### config.mk
export PLATFORM = sky130hd
export DESIGN_NAME = wrr_bus_arbiter_flat
export DESIGN_NICKNAME = d
export VERILOG_FILES = /design/src/rtl/wrr_bus_arbiter_pkg.sv /design/src/rtl/wrr_bus_arbiter_if.sv /design/src/rtl/wrr_bus_arbiter_rr_pick.sv /design/src/rtl/wrr_bus_arbiter.sv /design/src/flat_wrapper.sv
export SDC_FILE = /design/constraint.sdc
export NUM_CORES = 1
export LEC_CHECK = 0
export CORE_ASPECT_RATIO = 0.75
export CORE_MARGIN = 3
export CORE_UTILIZATION = 35
export DETAILED_ROUTE_END_ITERATION = 10
export PLACE_DENSITY = 0.52
export SLEW_MARGIN = 5
export SYNTH_ARGS = -nofsm -noshare
export SYNTH_HDL_FRONTEND = slang
export SYNTH_SLANG_ARGS = --single-unit
### constraint.sdc
create_clock -name clk -period 5.69 [get_ports clk]
set_input_delay 1.138 -clock clk [delete_from_list [all_inputs] [get_ports clk]]
set_output_delay 1.138 -clock clk [all_outputs]
set_load 0.01 [all_outputs]
### src/rtl/wrr_bus_arbiter_pkg.sv
// Shared types and constants for the weighted round-robin bus arbiter.
package arb_pkg;

   localparam int unsigned NUM_MST = 4;
   localparam int unsigned IDX_W   = 2;

   typedef enum logic [1:0] {
      IDLE   = 2'd0,
      BUSY   = 2'd1,
      SWITCH = 2'd2
   } state_e;

   // Pointer starts at the last master so master 0 has first priority.
   localparam logic [IDX_W-1:0] PTR_RST = 2'd3;

   function automatic logic [NUM_MST-1:0] idx2oh(input logic [IDX_W-1:0] idx);
      return NUM_MST'(1) << idx;
   endfunction

endpackage

### src/rtl/wrr_bus_arbiter_if.sv
// Request/grant bundle between the four bus masters, the slave side and the arbiter.
// master: requester/slave-response side; slave: the arbiter itself.
interface wrr_bus_arbiter_if;

   logic       cyc0;
   logic       cyc1;
   logic       cyc2;
   logic       cyc3;
   logic       ack;
   logic [1:0] gnt;
   logic       gnt0;
   logic       gnt1;
   logic       gnt2;
   logic       gnt3;
   logic       comcyc;

   modport master (
      output cyc0, cyc1, cyc2, cyc3, ack,
      input  gnt, gnt0, gnt1, gnt2, gnt3, comcyc
   );

   modport slave (
      input  cyc0, cyc1, cyc2, cyc3, ack,
      output gnt, gnt0, gnt1, gnt2, gnt3, comcyc
   );

endinterface

### src/rtl/wrr_bus_arbiter_rr_pick.sv
// Combinational rotate-priority picker: first asserted req in order last+1 .. last+4.
module rr_pick
   import arb_pkg::*;
(
   input  logic [NUM_MST-1:0] req,
   input  logic [IDX_W-1:0]   last,
   output logic               valid,
   output logic [IDX_W-1:0]   idx
);

   logic [IDX_W-1:0] cand;

   // Scan from farthest to nearest so the nearest requester wins.
   always_comb begin
      valid = |req;
      idx   = '0;
      cand  = '0;
      for (int k = NUM_MST; k >= 1; k--) begin
         cand = last + IDX_W'(k);
         if (req[cand]) begin
            idx = cand;
         end
      end
   end

endmodule

### src/rtl/wrr_bus_arbiter.sv
// Weighted round-robin arbiter: four masters share one bus, each owner is
// pre-empted after its programmable quantum of acknowledged transfers.
module wrr_bus_arbiter
   import arb_pkg::*;
#(
   parameter int unsigned WW         = 4,
   parameter int unsigned DEF_WEIGHT = 4
) (
   input  logic          clk,
   input  logic          rst,
   wrr_bus_arbiter_if.slave bus,
   input  logic          cfg_we,
   input  logic [1:0]    cfg_sel,
   input  logic [WW-1:0] cfg_wdata
);

   state_e               state_q, state_d;
   logic [IDX_W-1:0]     last_q, last_d;
   logic [IDX_W-1:0]     gnt_q, gnt_d;
   logic [NUM_MST-1:0]   oh_q, oh_d;
   logic [WW-1:0]        cnt_q, cnt_d;
   logic [WW-1:0]        quant_q, quant_d;
   logic [WW-1:0]        weight_q [NUM_MST];

   logic [NUM_MST-1:0]   req_c;
   logic [IDX_W-1:0]     pick_last_c;
   logic                 pick_valid_c;
   logic [IDX_W-1:0]     pick_idx_c;
   logic [WW-1:0]        win_quant_c;
   logic                 owner_req_c;
   logic                 others_c;
   logic                 expire_c;

   assign req_c = {bus.cyc3, bus.cyc2, bus.cyc1, bus.cyc0};

   // In SWITCH the pointer update is bypassed so the new winner sees last = old owner.
   assign pick_last_c = (state_q == SWITCH) ? gnt_q : last_q;

   rr_pick u_pick (
      .req   (req_c),
      .last  (pick_last_c),
      .valid (pick_valid_c),
      .idx   (pick_idx_c)
   );

   assign win_quant_c = (weight_q[pick_idx_c] == '0) ? WW'(1) : weight_q[pick_idx_c];
   assign owner_req_c = req_c[gnt_q];
   assign others_c    = |(req_c & ~idx2oh(gnt_q));
   assign expire_c    = bus.ack && (cnt_q == quant_q - WW'(1));

   // Next-state and grant logic.
   always_comb begin
      state_d = state_q;
      last_d  = last_q;
      gnt_d   = gnt_q;
      oh_d    = oh_q;
      cnt_d   = cnt_q;
      quant_d = quant_q;
      unique case (state_q)
         IDLE: begin
            if (pick_valid_c) begin
               state_d = BUSY;
               gnt_d   = pick_idx_c;
               oh_d    = idx2oh(pick_idx_c);
               cnt_d   = '0;
               quant_d = win_quant_c;
            end
         end
         BUSY: begin
            if (!owner_req_c) begin
               state_d = SWITCH;
               oh_d    = '0;
            end else if (expire_c) begin
               if (others_c) begin
                  state_d = SWITCH;
                  oh_d    = '0;
               end else begin
                  cnt_d = '0;
               end
            end else if (bus.ack) begin
               cnt_d = cnt_q + WW'(1);
            end
         end
         SWITCH: begin
            last_d = gnt_q;
            if (pick_valid_c) begin
               state_d = BUSY;
               gnt_d   = pick_idx_c;
               oh_d    = idx2oh(pick_idx_c);
               cnt_d   = '0;
               quant_d = win_quant_c;
            end else begin
               state_d = IDLE;
            end
         end
         default: begin
            state_d = IDLE;
            oh_d    = '0;
         end
      endcase
   end

   always_ff @(posedge clk or posedge rst) begin
      if (rst) begin
         state_q <= IDLE;
         last_q  <= PTR_RST;
         gnt_q   <= '0;
         oh_q    <= '0;
         cnt_q   <= '0;
         quant_q <= WW'(DEF_WEIGHT);
      end else begin
         state_q <= state_d;
         last_q  <= last_d;
         gnt_q   <= gnt_d;
         oh_q    <= oh_d;
         cnt_q   <= cnt_d;
         quant_q <= quant_d;
      end
   end

   // Weight registers; new values only matter at the next grant.
   always_ff @(posedge clk or posedge rst) begin
      if (rst) begin
         for (int i = 0; i < NUM_MST; i++) begin
            weight_q[i] <= WW'(DEF_WEIGHT);
         end
      end else if (cfg_we) begin
         weight_q[cfg_sel] <= cfg_wdata;
      end
   end

   assign bus.gnt    = gnt_q;
   assign bus.gnt0   = oh_q[0];
   assign bus.gnt1   = oh_q[1];
   assign bus.gnt2   = oh_q[2];
   assign bus.gnt3   = oh_q[3];
   assign bus.comcyc = (state_q == BUSY) && owner_req_c;

endmodule

### src/flat_wrapper.sv
// flat-port wrapper written by rule: the top's interface ports become plain ports
module wrr_bus_arbiter_flat import arb_pkg::*;
#(
   parameter int unsigned WW         = 4,
   parameter int unsigned DEF_WEIGHT = 4
)
  (clk, rst, cfg_we, cfg_sel, cfg_wdata, bus_cyc0, bus_cyc1, bus_cyc2, bus_cyc3, bus_ack, bus_gnt, bus_gnt0, bus_gnt1, bus_gnt2, bus_gnt3, bus_comcyc);
  wrr_bus_arbiter_if bus_i ();
  input  logic clk;
  input  logic rst;
  input  logic cfg_we;
  input  logic [1:0] cfg_sel;
  input  logic [WW-1:0] cfg_wdata;
  input wire logic [$bits(bus_i.cyc0)-1:0] bus_cyc0;
  input wire logic [$bits(bus_i.cyc1)-1:0] bus_cyc1;
  input wire logic [$bits(bus_i.cyc2)-1:0] bus_cyc2;
  input wire logic [$bits(bus_i.cyc3)-1:0] bus_cyc3;
  input wire logic [$bits(bus_i.ack)-1:0] bus_ack;
  output wire logic [$bits(bus_i.gnt)-1:0] bus_gnt;
  output wire logic [$bits(bus_i.gnt0)-1:0] bus_gnt0;
  output wire logic [$bits(bus_i.gnt1)-1:0] bus_gnt1;
  output wire logic [$bits(bus_i.gnt2)-1:0] bus_gnt2;
  output wire logic [$bits(bus_i.gnt3)-1:0] bus_gnt3;
  output wire logic [$bits(bus_i.comcyc)-1:0] bus_comcyc;
  assign bus_i.cyc0 = bus_cyc0;
  assign bus_i.cyc1 = bus_cyc1;
  assign bus_i.cyc2 = bus_cyc2;
  assign bus_i.cyc3 = bus_cyc3;
  assign bus_i.ack = bus_ack;
  assign bus_gnt = bus_i.gnt;
  assign bus_gnt0 = bus_i.gnt0;
  assign bus_gnt1 = bus_i.gnt1;
  assign bus_gnt2 = bus_i.gnt2;
  assign bus_gnt3 = bus_i.gnt3;
  assign bus_comcyc = bus_i.comcyc;
  wrr_bus_arbiter #(.WW(WW), .DEF_WEIGHT(DEF_WEIGHT)) u_core (.clk(clk), .rst(rst), .bus(bus_i), .cfg_we(cfg_we), .cfg_sel(cfg_sel), .cfg_wdata(cfg_wdata));
endmodule
==> impl_summary.md, run 1 <==
Route
The routed wirelength normalized by instance count is between 15 and 20 um. The total vias in the final route is 1357. The total wire length after detailed routing is 4091 um. The average via count per standard cell is between 5 and 6. In the routed design, unresolved DRC markers number 0.

For this run, the detailed router's first-pass iteration total came to 4. The violation count after the first detailed-routing iteration is around 70. The remaining number of nets flagged by the antenna check after routing is 0.

Power
In this run the power spent charging and discharging nets is 0.4086 mW. Cell internal power was estimated by the tool at 0.6732 mW. Combinational logic is responsible for a little over two fifths of the overall power.

The power per cell area is 483.9 nW/um^2. The proportion of power drawn by flip-flops and latches is 38.8%. The net switching share of the total power is between 30% and 40%. Of the total power, the clock network draws 17.3%.

The worst IR drop on VDD is 197.0 uV. The cell leakage power is 0.9628 nW.

STA
The minimum setup slack in the final design is 1.671 ns. The clock period could shrink to ~4 ns. The setup TNS after final layout is 0 ns. Setup repair after global routing left no endpoint under its margin.

Measured against its own limit, the worst slew margin works out to 43.48%. The count of final setup violators is 0. The final max-slew violation count is 0. The ratio of final minimum period to clock period is 70.63%. The worst clock skew is 0.008824 ns.

For the pin with the worst max-slew slack, the measured transition is 0.8459 ns. The number of hold violations in the final report was 0. The upper clock frequency limit is 248.8 MHz.

GRT
The total global-route track usage is 14.05%. For this run, global-route usage on met3 was measured as 5.531%. The maximum number of pins on one net before global-route repair is 35. Global routing used 18.72% of the available met1 tracks. The initial antenna violation count came to 0. The global-route wire length before repair is 7017 um.

The number of global-route vias before repair is 1410. For this run, global-route usage on met2 was measured as 21.12%. The global-route congestion overflow total is 0. The routing layer with the top usage in global route is met2.

Synthesis
For this run, the number of Yosys warnings is 0. The post-synthesis instance total is 169. The biggest area contributor in the post-synthesis netlist is dfrtp_1. The post-synth net total is 185.

Summing every instance area after synthesis gives 1874 sq um. After synthesis the netlist holds a flip-flop and latch count of 34. For this run, the leading register cell type out of synthesis is dfrtp_1.

The share of synthesized area in the top cell type comes to a little over a third. The async set-or-reset flop fraction in the synthesized netlist is 100.0%. Yosys mapped the design onto between 50 and 60 distinct sky130hd cell types. In this run, synthesis inferred 0 flip-flops with an integrated enable. A synthesized cell averages around 11 sq um.

By area the synthesized netlist is led by dfrtp_1, dfstp_2, mux2_2. The portion of the post-synthesis area used by sequential elements is a little under half.

Final layout
The number of antenna diodes in the final layout is 0. Leaving out filler cells and counting taps, the final layout contains 266. The area growth from synthesis to layout is 19.29%. At the end of the flow, the number of nets in the layout was 209. Cells with a size suffix above 1 make up 22.68% of the layout. Counting the fill cells in the layout gives 486.

Die
The initial utilization of the core area, before any placement, comes to 37.21%. The placement row count is 22. The top-level port count is 21. The die is between 90 and 100 um wide. The die covers 6278 sq um.

The height of the die is ~69 um. The placeable core region is 5037 sq um.

Place
The quantity of I/O buffers inserted on ports is 20. The post-DP HPWL is 3097 um. The final weighted congestion of routability-driven global placement is slightly below 0.8.

The number of placed cells counting well taps is 258. Timing analysis after detailed placement gives a worst setup slack of 1.684 ns.

Worst hold path
The path class of the lowest-slack min-delay path is flip-flop to flip-flop. The number of instances on the worst hold path is 2. The path with the worst hold slack has its endpoint at u_core.quant_q[3]. In this run the most critical hold path is launched from u_core.quant_q[3].

Worst setup path
The worst register-to-register path has a depth of 7. The startpoint of the worst-slack reg-to-reg timing path is u_core.bus.gnt[1]. The worst setup path is captured at an output port.

At the worst endpoint, the arrival time is 2.88 ns. The biggest fanout along the worst timing path is 8. At the worst endpoint, the required time is 4.55 ns. The worst register-to-register path ends at u_core.quant_q[0]. The classification of the worst setup path is input pin to output port. The worst setup slack for register-to-register paths is between 3 and 4 ns. The critical path launch point type is an input pin.

Job
Across the run, the number of max-cap violations was 0.

CTS
The number of hold-repair buffers added at the cts stage is 0. The longest clock path from root to sink contains 2 buffers. TritonCTS built the clock tree. In this run the clock root is driven by a clkbuf_8. The number of setup buffers added after CTS is 0. For this design, the sink count on the clock tree is 34. For the worst-skew pair, the clock arrives at the later sink with an insertion delay of approximately 0.28 ns. Clock-pin slew was measured on the worst setup and hold paths at 0.06 ns. The post-cts sizing count is 0.

The number of clock buffers inserted by TritonCTS is 5. The H-tree depth is 2.

Run status
The run finished with clean final reports.
[through the flow]
step	cell area [sq um]	power (mW)	hold slack, ns	util (%)
5_1_grt	2236	1.170	0.5196	44.39
6_report	2236	1.082	0.5022	44.39
4_1_cts	2236	1.094	0.5094	44.39
2_1_floorplan	1874	0.7621	0.4654	-
3_5_place_dp	2141	0.8991	0.4880	42.50
3_3_place_gp	2141	0.8866	0.4876	42.50
[metal layers]
layer | vias to the layer above | part of all wire (%)
li1 | 655 | -
met3 | 6 | 5.4
met1 | 663 | 48
met4 | 0 | 0.93
met5 | - | 0
met2 | 33 | 46
[registers in the layout (all words and copies together) (netlist names)]
register	count
u_core.last_q	2
u_core.cnt_q	4
u_core.state_q	2
u_core.weight_q	16
u_core.oh_q	4
u_core.bus.gnt	2
u_core.quant_q	4
[Yosys cell counts, types with 3 or more instances]
| cell type | number |
|---|---|
| xnor2_1 | 4 |
| a21oi_1 | 4 |
| mux2i_1 | 4 |
| dfrtp_1 | 27 |
| mux4_2 | 3 |
| o21ai_0 | 5 |
| o21ai_1 | 7 |
| nor2_1 | 8 |
| mux2_2 | 16 |
| dfstp_2 | 7 |
| o31ai_1 | 3 |
| nand2b_1 | 3 |
| inv_1 | 14 |
| nand2_1 | 13 |
| nand3b_1 | 3 |
[cell type report]
class	instances	area, sq um	area share, %
Clock inverter	2	12.51	0.5596
Multi-Input combinational cell	117	930.9	41.63
Timing Repair Buffer	21	207.7	9.289
Tap cell	72	90.09	4.029
Inverter	14	52.55	2.350
Sequential cell	34	859.6	38.44
Clock buffer	6	82.58	3.693
[how the worst max path moves through the flow]
stage | cells past startpoint | slack [ns] | from | endpoint
6_report | 4 | 1.67 | bus_cyc2 | bus_comcyc
5_1_grt | 4 | 1.63 | bus_cyc2 | bus_comcyc
4_1_cts | 4 | 1.67 | bus_cyc2 | bus_comcyc
3_5_place_dp | 4 | 1.68 | bus_cyc2 | bus_comcyc
3_3_place_gp | 4 | 1.70 | bus_cyc2 | bus_comcyc
2_1_floorplan | 2 | 2.76 | bus_cyc3 | bus_comcyc
[power groups by stage]
| stage | clock [mW] | combinational (mW) | sequential, mW |
|---|---|---|---|
| after global routing | 0.206 | 0.529 | 0.434 |
| after detailed placement | 0 | 0.477 | 0.422 |
| after global placement | 0 | 0.468 | 0.419 |
| after CTS | 0.195 | 0.479 | 0.420 |
| final | 0.187 | 0.476 | 0.419 |
| after floorplan | 0 | 0.364 | 0.398 |
[kinds of logic (layout without fill, tap and decap cells)]
kind of cell | after synthesis | after routing | share of synthesized area (%)
flip-flops | 34 | 34 | 45.86
buffers and inverters | 18 | 43 | 4.472
adder cells (fa/ha/maj) | 2 | 2 | 1.335
AND/OR/NAND/NOR | 46 | 46 | 13.62
multiplexers | 25 | 25 | 17.29
AO/OA/AOI/OAI | 38 | 38 | 14.62
XOR/XNOR | 6 | 6 | 2.804
[placed cells by master, fill, tap and decap left out, types with 3 or more instances in the layout]
| cell | instances |
|---|---|
| dfrtp_1 | 27 |
| clkdlybuf4s50_1 | 20 |
| mux2_2 | 16 |
| inv_1 | 14 |
| nand2_1 | 13 |
| nor2_1 | 8 |
| o21ai_1 | 7 |
| dfstp_2 | 7 |
| clkbuf_8 | 6 |
| o21ai_0 | 5 |
| xnor2_1 | 4 |
| mux2i_1 | 4 |
| a21oi_1 | 4 |
| nand3b_1 | 3 |
| mux4_2 | 3 |
| o31ai_1 | 3 |
| nand2b_1 | 3 |
[critical path: stages]
cell             delay [ns]
clkdlybuf4s50_1        0.55
mux4_2                 0.53
and2_1                 0.19
clkdlybuf4s50_1        0.47
No activity file was read; power rests on OpenSTA's default activity.
==> inputs of run 2 (changes only) <==
==> constraint.sdc (replaced) <==
create_clock -name clk -period 4.15 [get_ports clk]
set_input_delay 0.83 -clock clk [delete_from_list [all_inputs] [get_ports clk]]
set_output_delay 0.83 -clock clk [all_outputs]
set_load 0.01 [all_outputs]
==> run 2 against run 1 <==
  * Clock power up 34%
  * Worst hold slack better by 0.0024 ns
  * Critical path depth is the same
  * Die area is the same
  * Sequential cell count stayed put
  * Wire length down 3.9%
  * Critical path type unchanged
  * Largest power group unchanged
  * Highest routed layer unchanged
==> impl_summary.md, run 2 (synthesis results as in run 1) <==
Die
The die outline width is 90.50 um (unchanged). The height of the die is 69.38 um (unchanged). The initial core utilization is 37.21% (unchanged). The top-level port count came to 21 (unchanged). The overall die area is 6278 sq um (unchanged). The placement row count is 22 (unchanged). The placeable core region is 5037 sq um (unchanged).

Final layout
The layout cell share with drive strength beyond 1 came to 22.56% (-0.12 points). The library cell used most frequently in the layout, excluding fill and tap cells, is dfrtp_1. The flip-flop and latch area is 859.6 sq um (unchanged). The post-layout utilization of the core is 44.46% (+0.074 points). The filler cell count in the final layout is 488 (+0.41%). The flip-flop count of the largest register after layout is 16 (unchanged).

The growth of design area from synthesis to finish is 19.49%. The final net count came to 210 (+0.48%). The post-route non-filler standard cell count is 267 (+0.38%). The antenna diode count is 0 (unchanged). The largest register by flop count is u_core.weight_q.

In the layout the commonest cells are dfrtp_1, clkdlybuf4s50_1, mux2_2. The area of the multi-input gates came to 930.9 sq um (unchanged). The area of all placed cells without fillers came to 2240 sq um (+0.17%).

STA
The worst clock skew is 0.003593 ns (-0.005231 ns). The clock period minus worst slack is between 3 and 4 ns. Setup repair after global routing left no endpoint under its margin. The count of final setup violators is 0 (unchanged).

The setup TNS after final layout is 0 ns (unchanged). The headroom to the max-slew limit is 24.99% (-18 points). In the finished design, the share of the clock period the worst path needs comes to 81.69%. The transition time of the tightest slew-check pin is 1.118 ns (+0.2723 ns). The upper clock frequency limit is 295.0 MHz. The number of hold violations in the final report is 0 (unchanged).

The worst hold slack was 0.5046 ns (+0.002407 ns). The final max-slew violation count is 0 (unchanged).

CTS
The number of setup buffers added after CTS was 0 (unchanged). The clock sink count is 34 (unchanged). The clock-pin slew of the registers on the worst-case setup and hold paths is 0.07 ns (about the same). The cell sitting at the root of the clock tree is a clkbuf_8. The clock tree from TritonCTS is yes.

The H-tree depth was 2 (unchanged). The maximum clock path buffer count came to 2 (unchanged). The number of hold-repair buffers added at the cts stage is 0 (unchanged).

The post-cts sizing count came to 0 (unchanged). The number of clock buffers inserted by TritonCTS is 5 (unchanged). The clock latency at the later pin of the worst-skew pair is 0.28 ns (about the same).

Worst setup path
The critical path launch point type is an input pin. The signal on the critical path passes through clkdlybuf4s50_1 -> mux4_2 -> and2_1 -> clkdlybuf4s50_1. The critical path capture point type is an output port.

The setup path with the least slack is of type input pin to output port. The critical path's slowest cell is clkdlybuf4s50_1. The arrival time of the worst setup path is 2.56 ns (-0.32 ns).

The biggest fanout along the worst timing path came to 8 (unchanged). The required time at the endpoint of the critical path was 3.32 ns (-1.23 ns). The most used cell along the critical path is clkdlybuf4s50_1.

The maximum single-stage delay on the critical path was 0.54 ns (about the same).

Job
The number of max-cap violations is 0 (unchanged).

GRT
After global routing, the most crowded layer is met1. The total global-route track usage is 13.08% (-0.97 points). The number of global-route vias before repair is 1295 (-8.2%). The maximum number of pins on one net before global-route repair is 32 (-8.6%).

The global-route wire length before repair was 6479 um (-7.7%). The routing usage on met3 is 4.664% (-0.87 points). The met1 track demand over resource is 18.92% (+0.20 points). The initial antenna violation count came to 0 (unchanged).

The global-route congestion overflow total was 0 (unchanged). The global-route met2 utilization was 18.32% (-2.8 points).

Route
The average via count per standard cell was 5.067 (-0.67%). The first-pass detailed-route iteration total is 4 (unchanged). The violation count after the first detailed-routing iteration is 54 (-24%).

The total vias in the final route is 1353 (-0.29%). The total wire length after detailed routing is 3932 um (-3.9%). The remaining number of nets flagged by the antenna check after routing was 0 (unchanged). The routed wirelength normalized by instance count is 14.73 um (-4.2%). The DRC violations left is 0 (unchanged).

Place
The number of placed cells counting well taps is 259 (+0.39%). The post-placement cell area is 2148 sq um (+0.35%). The final weighted congestion of routability-driven global placement is 0.7910 (-0.20%). The post-DP HPWL is 3006 um (-3.0%). The quantity of I/O buffers inserted on ports is 20 (unchanged).

Run status
The flow ran to the end, and the final reports show no timing, DRC or antenna violations.

Power
The cell leakage power is 0.9649 nW (+0.22%). The power per cell area is 658.2 nW/um^2 (+36%). The worst IR drop on VDD is 207.3 uV (+5.2%).

Worst hold path
The path class of the lowest-slack min-delay path is flip-flop to flip-flop.
-- run 2: cell type report --
cell class	instances	share of cell area, %
sequential	34	38.38
timing repair buffer	22	9.609
clock buffer	7	3.855
multi-input combinational	117	41.56
tap	72	4.022
inverter	14	2.346
clock inverter	1	0.2235
-- run 2: worst paths after layout --
check / startpoint / end / slack, ns / cells after the start
max in group asynchronous: rst / u_core.weight_q[2] / 2.48 / 3
setup reg to reg: u_core.bus.gnt[0] / u_core.quant_q[0] / 1.78 / 7
hold reg to reg: u_core.quant_q[3] / u_core.quant_q[3] / 0.50 / 2
hold / removal: u_core.quant_q[3] / u_core.quant_q[3] / 0.50 / 2
setup / recovery: bus_cyc2 / bus_comcyc / 0.76 / 4
min in group asynchronous: rst / u_core.cnt_q[3] / 1.01 / 2
-- run 2: metrics by stage --
| stage | power [mW] | worst slack, ns |
|---|---|---|
| after floorplan | 1.045 | 1.794 |
| after global placement | 1.216 | 0.7776 |
| after detailed placement | 1.230 | 0.7725 |
| after CTS | 1.488 | 0.7577 |
| after global routing | 1.587 | 0.6856 |
| final | 1.474 | 0.7598 |
-- run 2: routing by layer --
layer,routed length (um),vias up
met4,37,0
met3,112,4
met1,2033,671
li1,-,663
met2,1749,15
met5,0,-
-- run 2: worst max-delay path, delay by kind of cell --
family | cells | cell delay, ns
buffers and inverters | 2 | 1.02
muxes | 1 | 0.52
and+or+nand+nor | 1 | 0.19
-- run 2: power by group --
group          leakage (nW)  internal [mW]  switching (mW)
Combinational         0.509          0.335           0.318
Sequential            0.408          0.456           0.115
Clock                0.0482          0.134           0.117
==> RTL edit 1 (config.mk and constraints of run 2) <==
`WW` is set to 4 in 2 places; all go to 8.
--- a/src/rtl/wrr_bus_arbiter.sv
+++ b/src/rtl/wrr_bus_arbiter.sv
@@ -4,5 +4,5 @@
    import arb_pkg::*;
 #(
-   parameter int unsigned WW         = 4,
+   parameter int unsigned WW         = 8,
    parameter int unsigned DEF_WEIGHT = 4
 ) (
--- a/src/flat_wrapper.sv
+++ b/src/flat_wrapper.sv
@@ -2,5 +2,5 @@
 module wrr_bus_arbiter_flat import arb_pkg::*;
 #(
-   parameter int unsigned WW         = 4,
+   parameter int unsigned WW         = 8,
    parameter int unsigned DEF_WEIGHT = 4
 )
Ports: changed (resized cfg_wdata); port bits go from 21 to 25. The function was not compared with the original's and may differ.
==> RTL edit 1 against run 2 <==
  * Count of clock-buffer cells in the layout increased by 5
  * Sequential cell count rose by 24
  * Via count grew 66%
  * Wire length increased by 74%
  * Synthesized area grew 69%
  * Non-clock buffer count up 6
  * Design area rose by 72%
  * Worst setup slack worse by 0.051 ns
  * Maximum frequency is 1.5% lower
  * Clock skew grew 0.0031 ns
  * Critical path depth did not move
  * Power is 87% higher
  * Worst hold slack got worse by 0.0036 ns
  * Synthesized cell count increased by 69%
  * Critical path type unchanged
==> RTL edit 1: results (changes against run 2) <==
- result of the run: finished clean
- placed wire-length estimate after detailed placement: 4880 um, +62%
- area after detailed placement: 0.003515 mm2, +64%
- most frequent cells after synthesis: sky130_fd_sc_hd__dfrtp_1, sky130_fd_sc_hd__mux2_2, sky130_fd_sc_hd__mux2i_1
- standard cell with the maximum stage delay on the critical path: sky130_fd_sc_hd__mux4_2
- peak per-stage delay on the critical path: 0.58 ns, +0.04 ns
- insertion delay of the later-clocked pin in the worst-skew pair: 0.32 ns, +0.04 ns
- first-pass GRT wire length: 11660 um, +80%
- number of I/O port buffers: 24, +20%
- power share of the combinational group: 37.4%, -6.8 points
- Met1 Routed Length: 3454 um, +70%
- largest net degree at the start of global routing: 44, +38%
- Iter 0 DRT Violations: 170, +210%
- worst hold path depth: 1, -1
- routability-driven placement congestion ratio: 0.7940, +0.38%
- clock buf count: 12, +5
- Endpoint, Worst Hold: u_core.weight_q[0]
- Routed wire per std cell: 16.08 um, +9.2%
- overall global routing resource usage: 14.80%, +1.7 points
- TritonRoute pass-1 iters: 6, +2
- minimum hold slack: 0.5010 ns, -0.003626 ns
- filler instances: 815, +67%
- data-path buffer share of cell area in the final layout: 7.029%, -2.6 points
- count of buffers not belonging to the clock network in the layout: 28, +27%
- transition time of the tightest slew-check pin: 0.9238 ns, -0.1945 ns
- Synthesized Nets: 305, +65%
- number of buffers created by CTS: 9, +4
- fraction of met2 tracks used by global routing: 22.30%, +4.0 points
## RTL edit 1: cells by family after synthesis
group / after synthesis / synth area share [%]
simple gates: 77 / 13.18
flops: 58 / 46.05
xor+xnor: 9 / 2.486
compound gates: 58 / 13.62
buf+inv: 21 / 2.999
mux: 60 / 20.88
fa+ha+maj: 2 / 0.7891
## RTL edit 1: metrics by stage
stage	worst slack (ns)	power (mW)	std cells	utilization (%)
finish	0.7089	2.760	425	44.52
global route	0.6673	2.965	425	44.52
CTS	0.7119	2.788	425	44.52
detailed placement	0.7156	1.966	409	40.70
global placement	0.7265	1.955	409	40.70
floorplan	1.557	1.681	285	-
## RTL edit 1: worst register-to-register path: cells and delay by family (launching register included)
family / cells / cell delay [ns]
AOI/OAI and AO/OA: 3 / 0.92
xor gates and xnor gates: 1 / 0.13
adders and majority gates: 1 / 0.31
buffers and inverters: 1 / 0.07
DFF: 1 / 0.47
and+or+nand+nor: 3 / 0.78
==> RTL edit 2 (flow settings as in run 2) <==
Without the edit above. The 3 states of `state_e` get a one-hot encoding in 3 bits.
--- a/src/rtl/wrr_bus_arbiter_pkg.sv
+++ b/src/rtl/wrr_bus_arbiter_pkg.sv
@@ -5,8 +5,8 @@
    localparam int unsigned IDX_W   = 2;
 
-   typedef enum logic [1:0] {
-      IDLE   = 2'd0,
-      BUSY   = 2'd1,
-      SWITCH = 2'd2
+   typedef enum logic [2:0] {
+      IDLE   = 3'b001,
+      BUSY   = 3'b010,
+      SWITCH = 3'b100
    } state_e;
 
Check against the original RTL: same outputs for any inputs over 4 cycles, from zero or initial values and one cycle with rst high; so few cycles prove little.
==> RTL edit 2 against run 2 <==
  * Design area is 6.3% higher
  * Synthesized area rose by 7.4%
  * Count of clock-buffer cells in the layout did not move
  * Worst setup slack lost 0.072 ns
  * Wire length grew 12%
  * Power up 4.8%
  * Largest power group unchanged
  * Utilization shrank 0.68 points
  * Sequential cell count rose by 1
  * Die area up 6.8%
==> RTL edit 2: results (changes against run 2) <==
- number of I/O port buffers: 20, unchanged
- clk sinks: 35, +2.9%
- final worst clock skew: 0.006181 ns, +0.002588 ns
- leakage power summed over all cells: 0.9549 nW, -1.0%
- leading post-synthesis cells by cell area: sky130_fd_sc_hd__dfrtp_1, sky130_fd_sc_hd__dfstp_2, sky130_fd_sc_hd__mux2_2, sky130_fd_sc_hd__o21ai_0, sky130_fd_sc_hd__nand2_1
- mean cell area of the mapped netlist: 11.12 um2, +0.29%
- Reg2Reg Capture Point: u_core.quant_q[0]
- leading register cell type out of synthesis: sky130_fd_sc_hd__dfrtp_1
- worst setup path startpoint: bus_cyc1
- Endpoint, Worst Hold: u_core.weight_q[3]
- hold_sp: u_core.weight_q[3]
- CTS max path bufs: 2, unchanged
- average vias per placed instance: 5.257, +3.7%
- area share of xor/xnor cells in the synthesized design: 2.610%, -0.19 points
- peak per-stage delay on the critical path: 0.58 ns, +0.04 ns
- routability-driven placement congestion ratio: 0.8783, +11%
- DP Worst Slack: 0.6971 ns, -0.07545 ns
- total of cells resized after clock tree synthesis: 0, unchanged
- warnings from Yosys: 0, unchanged
- antenna violations before repair: 0, unchanged
- worst hold path depth: 1, -1
- result of the run: finished clean
- fraction of the mapped netlist area in compound gates: 18.58%, +4.0 points
- antenna diode count: 0, unchanged
- internal power of the cells: 0.9436 mW, +2.1%
- filler instances: 512, +4.9%
- Iter 0 DRT Violations: 100, +85%
- asr flop ratio synth: 100.0%, unchanged
- largest net degree at the start of global routing: 31, -3.1%
- data arrival time of the worst path: 2.63 ns, +0.07 ns
- clock-pin slew on the worst setup and hold paths: 0.06 ns
- number of buffers created by CTS: 5, unchanged
- number of flip-flops under the largest register name: 16, unchanged
- count of placed standard cells in the final layout, fillers left out: 284, +6.4%
- final hold vios: 0, unchanged
- number of distinct library cells after synthesis: 52, +2.0%
- post-synthesis mux area share: 12.12%, -5.2 points
- IR drop worst, VDD: 0.2598 mV, +25%
- Largest delay share family, worst path: buffers and inverters
- worst setup slack for register-to-register paths: 1.52 ns, -0.26 ns
- post-synthesis sequential area ratio: 44.00%, -1.9 points
- placed wire-length estimate after detailed placement: 3440 um, +14%
- worst setup path endpoint: bus_comcyc
- number of global-route vias before repair: 1471, +14%
- most flop-heavy register: u_core.weight_q
- worst r2r src: u_core.state_q[1]
- most frequent cells after synthesis: sky130_fd_sc_hd__dfrtp_1, sky130_fd_sc_hd__mux2_2, sky130_fd_sc_hd__nand2_1
- Max transition margin: 23.62%, -1.4 points
- number of nets in the final layout: 224, +6.7%
- Routed wire per std cell: 15.50 um, +5.3%
- Synthesized Nets: 197, +6.5%
- first-pass GRT wire length: 7389 um, +14%
- insertion delay of the later-clocked pin in the worst-skew pair: 0.28 ns, about the same
- share of final-layout standard cells stronger than drive strength 1: 26.32%, +3.8 points
- minimum period implied by the final worst setup slack: 3.462 ns, +0.07173 ns
- maximum net fanout on the critical path: 8, unchanged
- TritonRoute pass-1 iters: 4, unchanged
- overall global routing resource usage: 14.03%, +0.95 points
- Post-Synth Adder-Cell Area: 1.243%, -0.092 points
RTL edit 2: cell types whose count changed after synthesis, moves of 3 or more:
cell	before	now
sky130_fd_sc_hd__o21ai_1	7	0
sky130_fd_sc_hd__a21oi_1	4	0
sky130_fd_sc_hd__inv_1	14	9
sky130_fd_sc_hd__and2_1	2	5
sky130_fd_sc_hd__o21ai_0	5	13
sky130_fd_sc_hd__a32o_1	0	4
sky130_fd_sc_hd__nand3_1	2	7
sky130_fd_sc_hd__nand2_1	13	17
RTL edit 2: stage by stage:
step	hold WS [ns]	util (%)	instance area [um2]
2_1_floorplan	0.4668	-	2013
3_3_place_gp	0.4884	42.28	2300
3_5_place_dp	0.4856	42.28	2300
4_1_cts	0.5000	43.78	2381
5_1_grt	0.5251	43.78	2381
6_report	0.4984	43.78	2381
RTL edit 2: area by class of cell:
class | instances | area [um2] | share of cell area [%]
clock buffers | 7 | 76.32 | 3.205
clock inverters | 1 | 5.005 | 0.2102
inverters | 9 | 33.78 | 1.419
multi-input cells | 135 | 1071 | 44.98
flip-flops and latches | 35 | 885.9 | 37.20
well taps | 75 | 93.84 | 3.941
repair buffers | 22 | 215.2 | 9.038
RTL edit 2: power groups by stage:
| stage | clock network [mW] | registers, mW | logic (mW) |
|---|---|---|---|
| after floorplan | 0 | 0.573 | 0.543 |
| after global placement | 0 | 0.583 | 0.717 |
| after detailed placement | 0 | 0.591 | 0.731 |
| after CTS | 0.239 | 0.586 | 0.735 |
| after global routing | 0.256 | 0.604 | 0.816 |
| final | 0.231 | 0.583 | 0.731 |
RTL edit 2: per-layer routing:
layer	track usage, %	routed length, um	vias up
met2	21.08	1932	29
met5	0	0	-
met1	20.19	2288	732
li1	-	-	730
met3	4.197	169	2
met4	2.885	11	0
